## src/rtl/fetch_pkg.sv

```systemverilog
// fetch_pkg -- shared constants and types for the instruction fetch unit.
//   XLEN        : address/data width
//   PC_STEP     : byte distance between consecutive fetch addresses
//   FETCH_DEPTH : credit limit on requests in flight plus buffered words
//   fetch_state_e : fetch FSM states
//   fetch_entry_t : {pc, instruction} pair held in the output buffer
package fetch_pkg;

   localparam int XLEN        = 32;
   localparam int PC_STEP     = 4;
   localparam int FETCH_DEPTH = 2;
   localparam int CNT_W       = $clog2(FETCH_DEPTH + 1);
   localparam int PTR_W       = $clog2(FETCH_DEPTH);

   typedef enum logic [1:0] {
      BOOT,
      FETCH,
      STALL
   } fetch_state_e;

   typedef struct packed {
      logic [XLEN-1:0] pc;
      logic [XLEN-1:0] data;
   } fetch_entry_t;

   // Clear the sub-word offset bits of a byte address.
   function automatic logic [XLEN-1:0] align_pc(input logic [XLEN-1:0] pc);
      return pc & ~XLEN'(PC_STEP - 1);
   endfunction

endpackage

```

## src/rtl/fetch_fifo.sv

```systemverilog
// fetch_fifo -- small in-order output buffer of fetched {pc, instruction} pairs.
//   clk, reset (async, active low)
//   flush     : drop all entries (wins over push/pop)
//   push      : write push_data at the tail
//   pop       : retire the head entry
//   not_empty : head is valid
//   head      : oldest entry (all-zero after reset)
//   count     : number of entries held
module fetch_fifo
   import fetch_pkg::*;
(
   input  logic             clk,
   input  logic             reset,
   input  logic             flush,
   input  logic             push,
   input  fetch_entry_t     push_data,
   input  logic             pop,
   output logic             not_empty,
   output fetch_entry_t     head,
   output logic [CNT_W-1:0] count
);

   fetch_entry_t     mem [FETCH_DEPTH];
   logic [PTR_W-1:0] wr_ptr;
   logic [PTR_W-1:0] rd_ptr;
   logic             do_push;
   logic             do_pop;

   assign do_pop  = pop && (count != '0);
   // A full buffer still accepts a push when the head leaves in the same cycle.
   assign do_push = push && ((count != CNT_W'(FETCH_DEPTH)) || do_pop);

   always_ff @(posedge clk or negedge reset) begin
      if (!reset) begin
         for (int i = 0; i < FETCH_DEPTH; i++) mem[i] <= '0;
         wr_ptr <= '0;
         rd_ptr <= '0;
         count  <= '0;
      end else if (flush) begin
         wr_ptr <= '0;
         rd_ptr <= '0;
         count  <= '0;
      end else begin
         if (do_push) begin
            mem[wr_ptr] <= push_data;
            wr_ptr      <= wr_ptr + PTR_W'(1);
         end
         if (do_pop) rd_ptr <= rd_ptr + PTR_W'(1);
         if (do_push && !do_pop)      count <= count + CNT_W'(1);
         else if (!do_push && do_pop) count <= count - CNT_W'(1);
      end
   end

   assign head      = mem[rd_ptr];
   assign not_empty = (count != '0);

endmodule

```

## src/rtl/fetch_unit.sv

```systemverilog
// fetch_unit -- sequential instruction fetch with credit flow control and
// redirect handling.
//   clk, reset (async, active low)
//   imem_req_valid/addr/ready : fetch request channel (word-aligned address)
//   imem_rsp_valid/data       : in-order responses, one per accepted request
//   redirect_valid/pc         : single-cycle branch/jump redirect
//   inst_valid/data/pc/ready  : instruction stream to decode
// Credits cover requests in flight plus buffered words, so a response always
// finds room in the output buffer. After a redirect, responses to requests
// issued before it are counted off and dropped.
module fetch_unit
   import fetch_pkg::*;
#(
   parameter logic [XLEN-1:0] RESET_PC = 32'h0000_0000
) (
   input  logic            clk,
   input  logic            reset,
   output logic            imem_req_valid,
   output logic [XLEN-1:0] imem_req_addr,
   input  logic            imem_req_ready,
   input  logic            imem_rsp_valid,
   input  logic [XLEN-1:0] imem_rsp_data,
   input  logic            redirect_valid,
   input  logic [XLEN-1:0] redirect_pc,
   output logic            inst_valid,
   output logic [XLEN-1:0] inst_data,
   output logic [XLEN-1:0] inst_pc,
   input  logic            inst_ready
);

   localparam logic [CNT_W:0] DEPTH_LIM = (CNT_W + 1)'(FETCH_DEPTH);

   fetch_state_e     state;
   logic [XLEN-1:0]  fetch_pc;
   logic [XLEN-1:0]  tag_q [FETCH_DEPTH];
   logic [PTR_W-1:0] tag_wr;
   logic [PTR_W-1:0] tag_rd;
   logic [CNT_W-1:0] in_flight;
   logic [CNT_W-1:0] in_flight_n;
   logic [CNT_W-1:0] discard;
   logic [CNT_W-1:0] discard_n;
   logic [CNT_W-1:0] buf_count;
   logic [CNT_W-1:0] buf_count_n;
   logic             buf_not_empty;
   fetch_entry_t     buf_head;
   fetch_entry_t     buf_push_data;
   logic             req_fire;
   logic             rsp_fire;
   logic             rsp_keep;
   logic             pop;
   logic             full_n;

   // The FSM state already encodes "credits available"; redirect only masks.
   assign imem_req_valid = (state == FETCH) && !redirect_valid;
   assign imem_req_addr  = fetch_pc;
   assign req_fire       = imem_req_valid && imem_req_ready;

   // A response with nothing outstanding is ignored rather than underflowing.
   assign rsp_fire = imem_rsp_valid && (in_flight != '0);
   assign rsp_keep = rsp_fire && !redirect_valid && (discard == '0);

   assign inst_valid = buf_not_empty && !redirect_valid;
   assign pop        = inst_valid && inst_ready;
   assign inst_data  = buf_head.data;
   assign inst_pc    = buf_head.pc;

   assign buf_push_data = '{pc: tag_q[tag_rd], data: imem_rsp_data};

   fetch_fifo u_fifo (
      .clk       (clk),
      .reset     (reset),
      .flush     (redirect_valid),
      .push      (rsp_keep),
      .push_data (buf_push_data),
      .pop       (pop),
      .not_empty (buf_not_empty),
      .head      (buf_head),
      .count     (buf_count)
   );

   // Next-cycle occupancy, used to pick FETCH/STALL one cycle ahead so the
   // request valid comes straight from a register.
   always_comb begin
      in_flight_n = in_flight;
      if (req_fire && !rsp_fire)      in_flight_n = in_flight + CNT_W'(1);
      else if (!req_fire && rsp_fire) in_flight_n = in_flight - CNT_W'(1);

      buf_count_n = buf_count;
      if (redirect_valid)             buf_count_n = '0;
      else if (rsp_keep && !pop)      buf_count_n = buf_count + CNT_W'(1);
      else if (!rsp_keep && pop)      buf_count_n = buf_count - CNT_W'(1);

      // Everything still outstanding after a redirect belongs to the old path.
      discard_n = discard;
      if (redirect_valid)                     discard_n = in_flight_n;
      else if (rsp_fire && (discard != '0))   discard_n = discard - CNT_W'(1);

      full_n = ({1'b0, in_flight_n} + {1'b0, buf_count_n}) >= DEPTH_LIM;
   end

   always_ff @(posedge clk or negedge reset) begin
      if (!reset) begin
         state <= BOOT;
      end else begin
         case (state)
            BOOT:    state <= FETCH;
            default: state <= full_n ? STALL : FETCH;
         endcase
      end
   end

   always_ff @(posedge clk or negedge reset) begin
      if (!reset) begin
         fetch_pc  <= RESET_PC;
         for (int i = 0; i < FETCH_DEPTH; i++) tag_q[i] <= '0;
         tag_wr    <= '0;
         tag_rd    <= '0;
         in_flight <= '0;
         discard   <= '0;
      end else begin
         in_flight <= in_flight_n;
         discard   <= discard_n;
         if (req_fire) begin
            tag_q[tag_wr] <= fetch_pc;
            tag_wr        <= tag_wr + PTR_W'(1);
         end
         // Tags of dropped responses retire too, keeping the queue aligned.
         if (rsp_fire) tag_rd <= tag_rd + PTR_W'(1);
         if (redirect_valid) fetch_pc <= align_pc(redirect_pc);
         else if (req_fire)  fetch_pc <= fetch_pc + XLEN'(PC_STEP);
      end
   end

endmodule

```

## config.mk

```make
export PLATFORM = sky130hd
export DESIGN_NAME = fetch_unit
export DESIGN_NICKNAME = d
export VERILOG_FILES = /design/src/rtl/fetch_pkg.sv /design/src/rtl/fetch_fifo.sv /design/src/rtl/fetch_unit.sv
export SDC_FILE = /design/constraint.sdc
export NUM_CORES = 1
export LEC_CHECK = 0
export BUFFER_PORTS_ARGS = -buffer_cell sky130_fd_sc_hd__buf_2
export CAP_MARGIN = 20
export CORE_MARGIN = 1
export CORE_UTILIZATION = 50
export DETAILED_ROUTE_END_ITERATION = 8
export PLACE_DENSITY_LB_ADDON = 0.25
export SYNTH_ARGS = -nofsm -noshare
export SYNTH_HDL_FRONTEND = slang
export SYNTH_SLANG_ARGS = --single-unit
export TNS_END_PERCENT = 100
```

## constraint.sdc

```tcl
create_clock -name clk -period 3.1 [get_ports clk]
set_input_delay 0.62 -clock clk [delete_from_list [all_inputs] [get_ports clk]]
set_output_delay 0.62 -clock clk [all_outputs]
set_load 0.005 [all_outputs]
```

; Yosys cells after proc, flatten, opt, wreduce, memory -nomap -nowiden
; Cells that the tools add are included.
; W data, S select, Z words.
[op_classes]
bitwise_logic = 5
multipliers = 0
n_reduce_logical = 37
mux = 30
div = 0
eq_ne = 2
add_sub_neg = 11
n_shift = 0
n_lt_le_gt_ge = 7
[op_table]
columns = op, count
row1 = $mux W64, 4
row2 = $mux W32, 6
row3 = $bwmux W128, 1
row4 = $bwmux W64, 1
row5 = $demux W64 S1, 1
row6 = $add A32 B3 Y32 const B, 1
row7 = $demux W32 S1, 1
row8 = $mux W2, 12
row9 = $logic_and A1 B1 Y1, 18
row10 = $reduce_bool A2 Y1, 7
row11 = $ge A2 B2 Y1 const B, 4
row12 = $not A1 Y2, 4
row13 = $logic_not A1 Y1, 7
row14 = $sub A2 B1 Y2 const B, 3
row15 = $add A1 B1 Y1 const B, 4
row16 = $add A2 B1 Y2 const B, 2
row17 = $logic_not A2 Y1, 2
row18 = $lt A2 B1 Y1 const B, 2
row19 = $mux W1, 4
row20 = $add A2 B2 Y3, 1
row21 = $ge A3 B2 Y1 const B, 1
row22 = $reduce_bool A3 Y1, 1
row23 = $eq A2 B1 Y1 const B, 1
row24 = $ne A2 B2 Y1 const B, 1
row25 = other kinds (3), 3
[totals]
latch_bits = 0
register_bits = 236
mem_count = 0
out_inout_bits = 98
elab_cells = 107
input_bits = 70
romBits = 0
ramBits = 0

; Depth between registers and ports, before layout
[logic_depth]
ltp_word = 13
mapped_depth = 11
ltp_nobuf = 10

; By module
; A second synthesis with hierarchy kept.
[hier_totals]
cells_unflattened = 810
area_unflattened_um2 = 10886.7
[by_module_without_submodules]
columns = mod, area_per_inst_um2, cells_each, n_inst
row1 = fetch_fifo, 5904.4, 362, 1
row2 = fetch_unit, 4982.3, 448, 1

; Worst setup path before layout
; Ideal clock, no wire load.
[synth_timing]
path_kind = input -> register
startpoint = input redirect_valid
endpoint = register state[1]
path_slack_ns = 0.741
arrival_ns = 2.236
path_stages = 9
cell_sequence = clkbuf_1 nor4bb_1 clkbuf_1 nand2_1 o211ai_1 o21ai_0 fa_1 nand2_1 o21a_1
[synth_via]
elab_chain_len = 12
word_cells_on_any_way = 23
cone_classes = add/sub: 1 / order compare: 1 / mux: 7 / reduce/logical: 14
[synth_lines]
columns = element, line_no
row1 = start: declaration, fetch_unit.sv:23  ; input logic redirect_valid,
row2 = $logic_not A1 Y1, "fetch_unit.sv:54, fetch_unit.sv:60, fetch_unit.sv:62"
row3 = $logic_and A1 B1 Y1 (2 in a row), fetch_unit.sv:60  ; assign rsp_keep = rsp_fire && !redirect_valid && (discard == '0);
row4 = $logic_not A1 Y1, fetch_unit.sv:91  ; else if (!rsp_keep && pop) buf_count_n = buf_count - CNT_W'(1);
row5 = $logic_and A1 B1 Y1, fetch_unit.sv:91
row6 = $mux W2, fetch_unit.sv:91
row7 = $mux W2, fetch_unit.sv:90  ; else if (rsp_keep && !pop) buf_count_n = buf_count + CNT_W'(1);
row8 = $mux W2, fetch_unit.sv:89  ; if (redirect_valid) buf_count_n = '0;
row9 = $add A2 B2 Y3 *, fetch_unit.sv:98  ; full_n = ({1'b0, in_flight_n} + {1'b0, buf_count_n}) >= DEPTH_LIM;
row10 = $ge A3 B2 Y1 *, fetch_unit.sv:98
row11 = $mux W2 *, fetch_unit.sv:107  ; default: state <= full_n ? STALL : FETCH;
row12 = $mux W2 *, fetch_unit.sv:105  ; case (state)
row13 = end signal: assignment, fetch_unit.sv:107
row14 = end: declaration, fetch_unit.sv:33  ; fetch_state_e state;
; Mark *: on every way between the ends. The rest lies on a longest branch, timed or not.
; A chain may end at the register's enable or synchronous reset.

; Worst setup path after layout
[layout_timing]
startpoint = register in_flight[1]
endpoint = register state[0]
[layout_via]
elab_chain_len = 13
word_cells_on_any_way = 21
cone_classes = add/sub: 3 / order compare: 1 / mux: 7 / reduce/logical: 10
[layout_lines]
columns = element, line_no
row1 = start: declaration, fetch_unit.sv:38  ; logic [CNT_W-1:0] in_flight;
row2 = start signal: assignment, fetch_unit.sv:121  ; in_flight <= in_flight_n;
row3 = $reduce_bool A2 Y1, fetch_unit.sv:59  ; assign rsp_fire = imem_rsp_valid && (in_flight != '0);
row4 = $logic_and A1 B1 Y1, fetch_unit.sv:59
row5 = $logic_and A1 B1 Y1 (2 in a row), fetch_unit.sv:60
row6 = $logic_not A1 Y1, fetch_unit.sv:91
row7 = $logic_and A1 B1 Y1, fetch_unit.sv:91
row8 = $mux W2, fetch_unit.sv:91
row9 = $mux W2, fetch_unit.sv:90
row10 = $mux W2, fetch_unit.sv:89
row11 = $add A2 B2 Y3 *, fetch_unit.sv:98
row12 = $ge A3 B2 Y1 *, fetch_unit.sv:98
row13 = $mux W2 *, fetch_unit.sv:107
row14 = $mux W2 *, fetch_unit.sv:105
; Marked as above.

==> qor.csv <==
metric,value,unit
outcome,"complete, no violations",
first_global_vias,6958,
grt-ovfl-total,0,
antenna_found_initial,0,
finalWirelength,21.05,mm
hold_slack,0.06539,ns
final.min_clock_period,2.478,ns
leakage,5.553,nW
dp_hpwl,13.74,mm
nets,1076,
cts_resized,0,
setup.worst_path.start_class,flop,
yosysTopAreaCell,dfrtp_1,
drive_above_1_share,39.19,%
drv_slew,0,
io-pin-count,168,
relSlewSlack,62.47,%
antenna_left,0,
antenna_cells,0,
area_growth,18.04,%
crit_path_cell_trace,inv_1 -> ha_1 -> nand3b_1 -> a211oi_1 -> o21ai_0 -> fa_1 -> nand2_1 -> o21a_1 -> inv_1,
syn_area_per_cell,12.05,sq um
max-clock-path-buffers,3,
min_path_type,in -> async,
cpPeakStageDelay,0.49,ns
initial_core_util,50.86,%
drt_pass1_iterations,4,
synthCells,851,
clk_pin_slew,0.06,ns
fin_tns_setup,0,ns
clock_skew,0.007278,ns
dieArea,0.02109,sq mm
endpoint_kind,flop,
cts_root_buf,clkbuf_16,
rrSetupSlack,0.62,ns
synth_top_cells_by_area,"dfrtp_1 55%, mux2_2 20%, mux2i_1 3.4%",
arrival,2.88,ns
critPathMaxFanout,9,
io_buffers,161,
htreeDepth,1,
clk_latency,0.51,ns
grt_pass1_wl,35.52,mm
async_flop_share,100.0,%
crit_path_end,state[0],
clock.fmax,403.6,MHz
wire_per_inst,16.41,um
ys_types,45,
vias,6906,
tritoncts,built,
post-route-period-util,79.93,%
crit_top_cell,inv_1,
grt_max_degree,93,
ys_ff_latch,226,
die_y,145.2,um
reg2reg_depth,9,
r2r_start,in_flight[1],
rows,52,
drtIter0Drc,287,
cts_setup_buffers,0,
crit_type,reg -> reg,
startpoint,in_flight[1],
place_congestion,0.8172,
synth_ff_type,dfrtp_1,
critPathRequiredTime,3.50,ns
critPathSlowestCell,fa_1,
pre_cts_slack,0.5342,ns
rsz0062_at_grt,false,
r2r_end,state[0],
ys_warn_count,0,
die_w,145.2,um
worstMarginPinSlew,0.5630,ns
drc,0,
hold_buffers,0,
powerDensity,954.5,mW/mm^2
drv_cap,0,
synth_top_area_share,55.13,%
setup_viol,0,
viasPerCell,5.383,
coreArea,0.02017,sq mm
hold_viol,0,
clock-sinks,226,
synth-edff-count,0,
cts_buffers,24,
syn-cell-area,0.01026,sq mm
fin_ws,0.6220,ns
seq_area_frac_synth,55.13,%
grt_use_total,20.63,%
ir_drop,461.7,uV
## registers in the layout, summed over array words and instances, names as in the netlist
| register | flops |
|---|---|
| tag_rd | 1 |
| u_fifo.count | 2 |
| imem_req_addr | 30 |
| discard | 2 |
| u_fifo.rd_ptr | 1 |
| u_fifo.wr_ptr | 1 |
| tag_q | 60 |
| tag_wr | 1 |
| in_flight | 2 |
| state | 2 |
| u_fifo.mem | 124 |
## worst min path at each step
stage / endpoint / depth (start not counted) / slack [ns] / startpoint
after floorplan: discard[0] / 0 / 0.32 / reset
after global placement: tag_q[16] / 2 / 0.46 / tag_q[16]
after detailed placement: u_fifo.mem[24] / 1 / 0.47 / u_fifo.mem[24]
after CTS: u_fifo.mem[71] / 1 / 0.09 / reset
after global routing: u_fifo.mem[10] / 1 / 0.1 / reset
final: u_fifo.mem[10] / 1 / 0.07 / reset
## cell families (layout without fill, tap and decap cells)
logic type	count (synthesis)	in the layout	share of synthesized area, %
buf+inv	69	228	3.025
other cells	1	4	0.03655
flops	226	226	55.13
mux	218	218	23.50
simple gates	186	186	8.855
compound gates	126	126	7.025
fa+ha+maj	6	6	0.8050
xor+xnor	19	19	1.622
## report_power, final
| group | switching (mW) | total [mW] | internal (mW) |
|---|---|---|---|
| registers | 0.673 | 4.88 | 4.21 |
| clock network | 1.10 | 2.73 | 1.62 |
| logic | 1.80 | 3.95 | 2.16 |
## cells in the mapped netlist (14+ instances only)
| master | instances |
|---|---|
| dfrtp_1 | 226 |
| mux2_2 | 178 |
| nor2_1 | 90 |
| a21oi_1 | 63 |
| mux2i_1 | 35 |
| nand2_1 | 34 |
| clkbuf_1 | 22 |
| o21ai_0 | 20 |
| a31oi_1 | 18 |
| buf_2 | 17 |
| or4_1 | 16 |
| xnor2_1 | 16 |
| o31ai_1 | 14 |
## area by class of cell
class | instances | area [sq um]
tap | 270 | 337.8
fill | 1680 | 8060
clock buffer | 36 | 737.0
inverter | 12 | 45.04
sequential | 226 | 5657
multi-input combinational | 559 | 4319
timing repair buffer | 177 | 998.5
clock inverter | 3 | 15.01
## layout by cell type, fill, tap and decap left out, drive strengths merged, types with 3 or more instances in the layout
cell and n:
o31ai 14, mux2 183, nor4 4, nor3 4, nand3 10, or3 4
or4 16, nand2 34, clkbuf 36, conb 4, ha 5, o211ai 3
mux2i 35, buf 177, a21oi 63, xor2 3, dfrtp 226, nand4 7
xnor2 16, o21a 4, clkinv 4, a31oi 18, nor2 90, and3 4
inv 11, o21ai 20
## per-layer routing
metal / GRT usage (%) / part of all wire (%)
met1: 30.63 / 50
met2: 31.78 / 44
met4: 4.211 / 1.0
met5: 0 / 0
met3: 3.616 / 5.0
## through the flow
step           cells  total power, mW  area [sq um]  util [%]
2_1_floorplan    854            7.496         10270         -
3_3_place_gp    1244            8.755         11360     56.31
3_5_place_dp    1244            8.898         11360     56.31
4_1_cts         1283            11.69         12110     60.04
5_1_grt         1283            12.37         12110     60.04
6_report        1283            11.56         12110     60.04
## worst max-delay path: cells and delay by family (launching register included)
kind,cells,cell delay (ns)
buffers and inverters,2,0.12
AND/OR/NAND/NOR,2,0.47
AO/OA/AOI/OAI,3,0.71
adder cells (fa/ha/maj),2,0.69
flip-flops,1,0.38
Note: power is estimated with default switching activity, not from simulation.
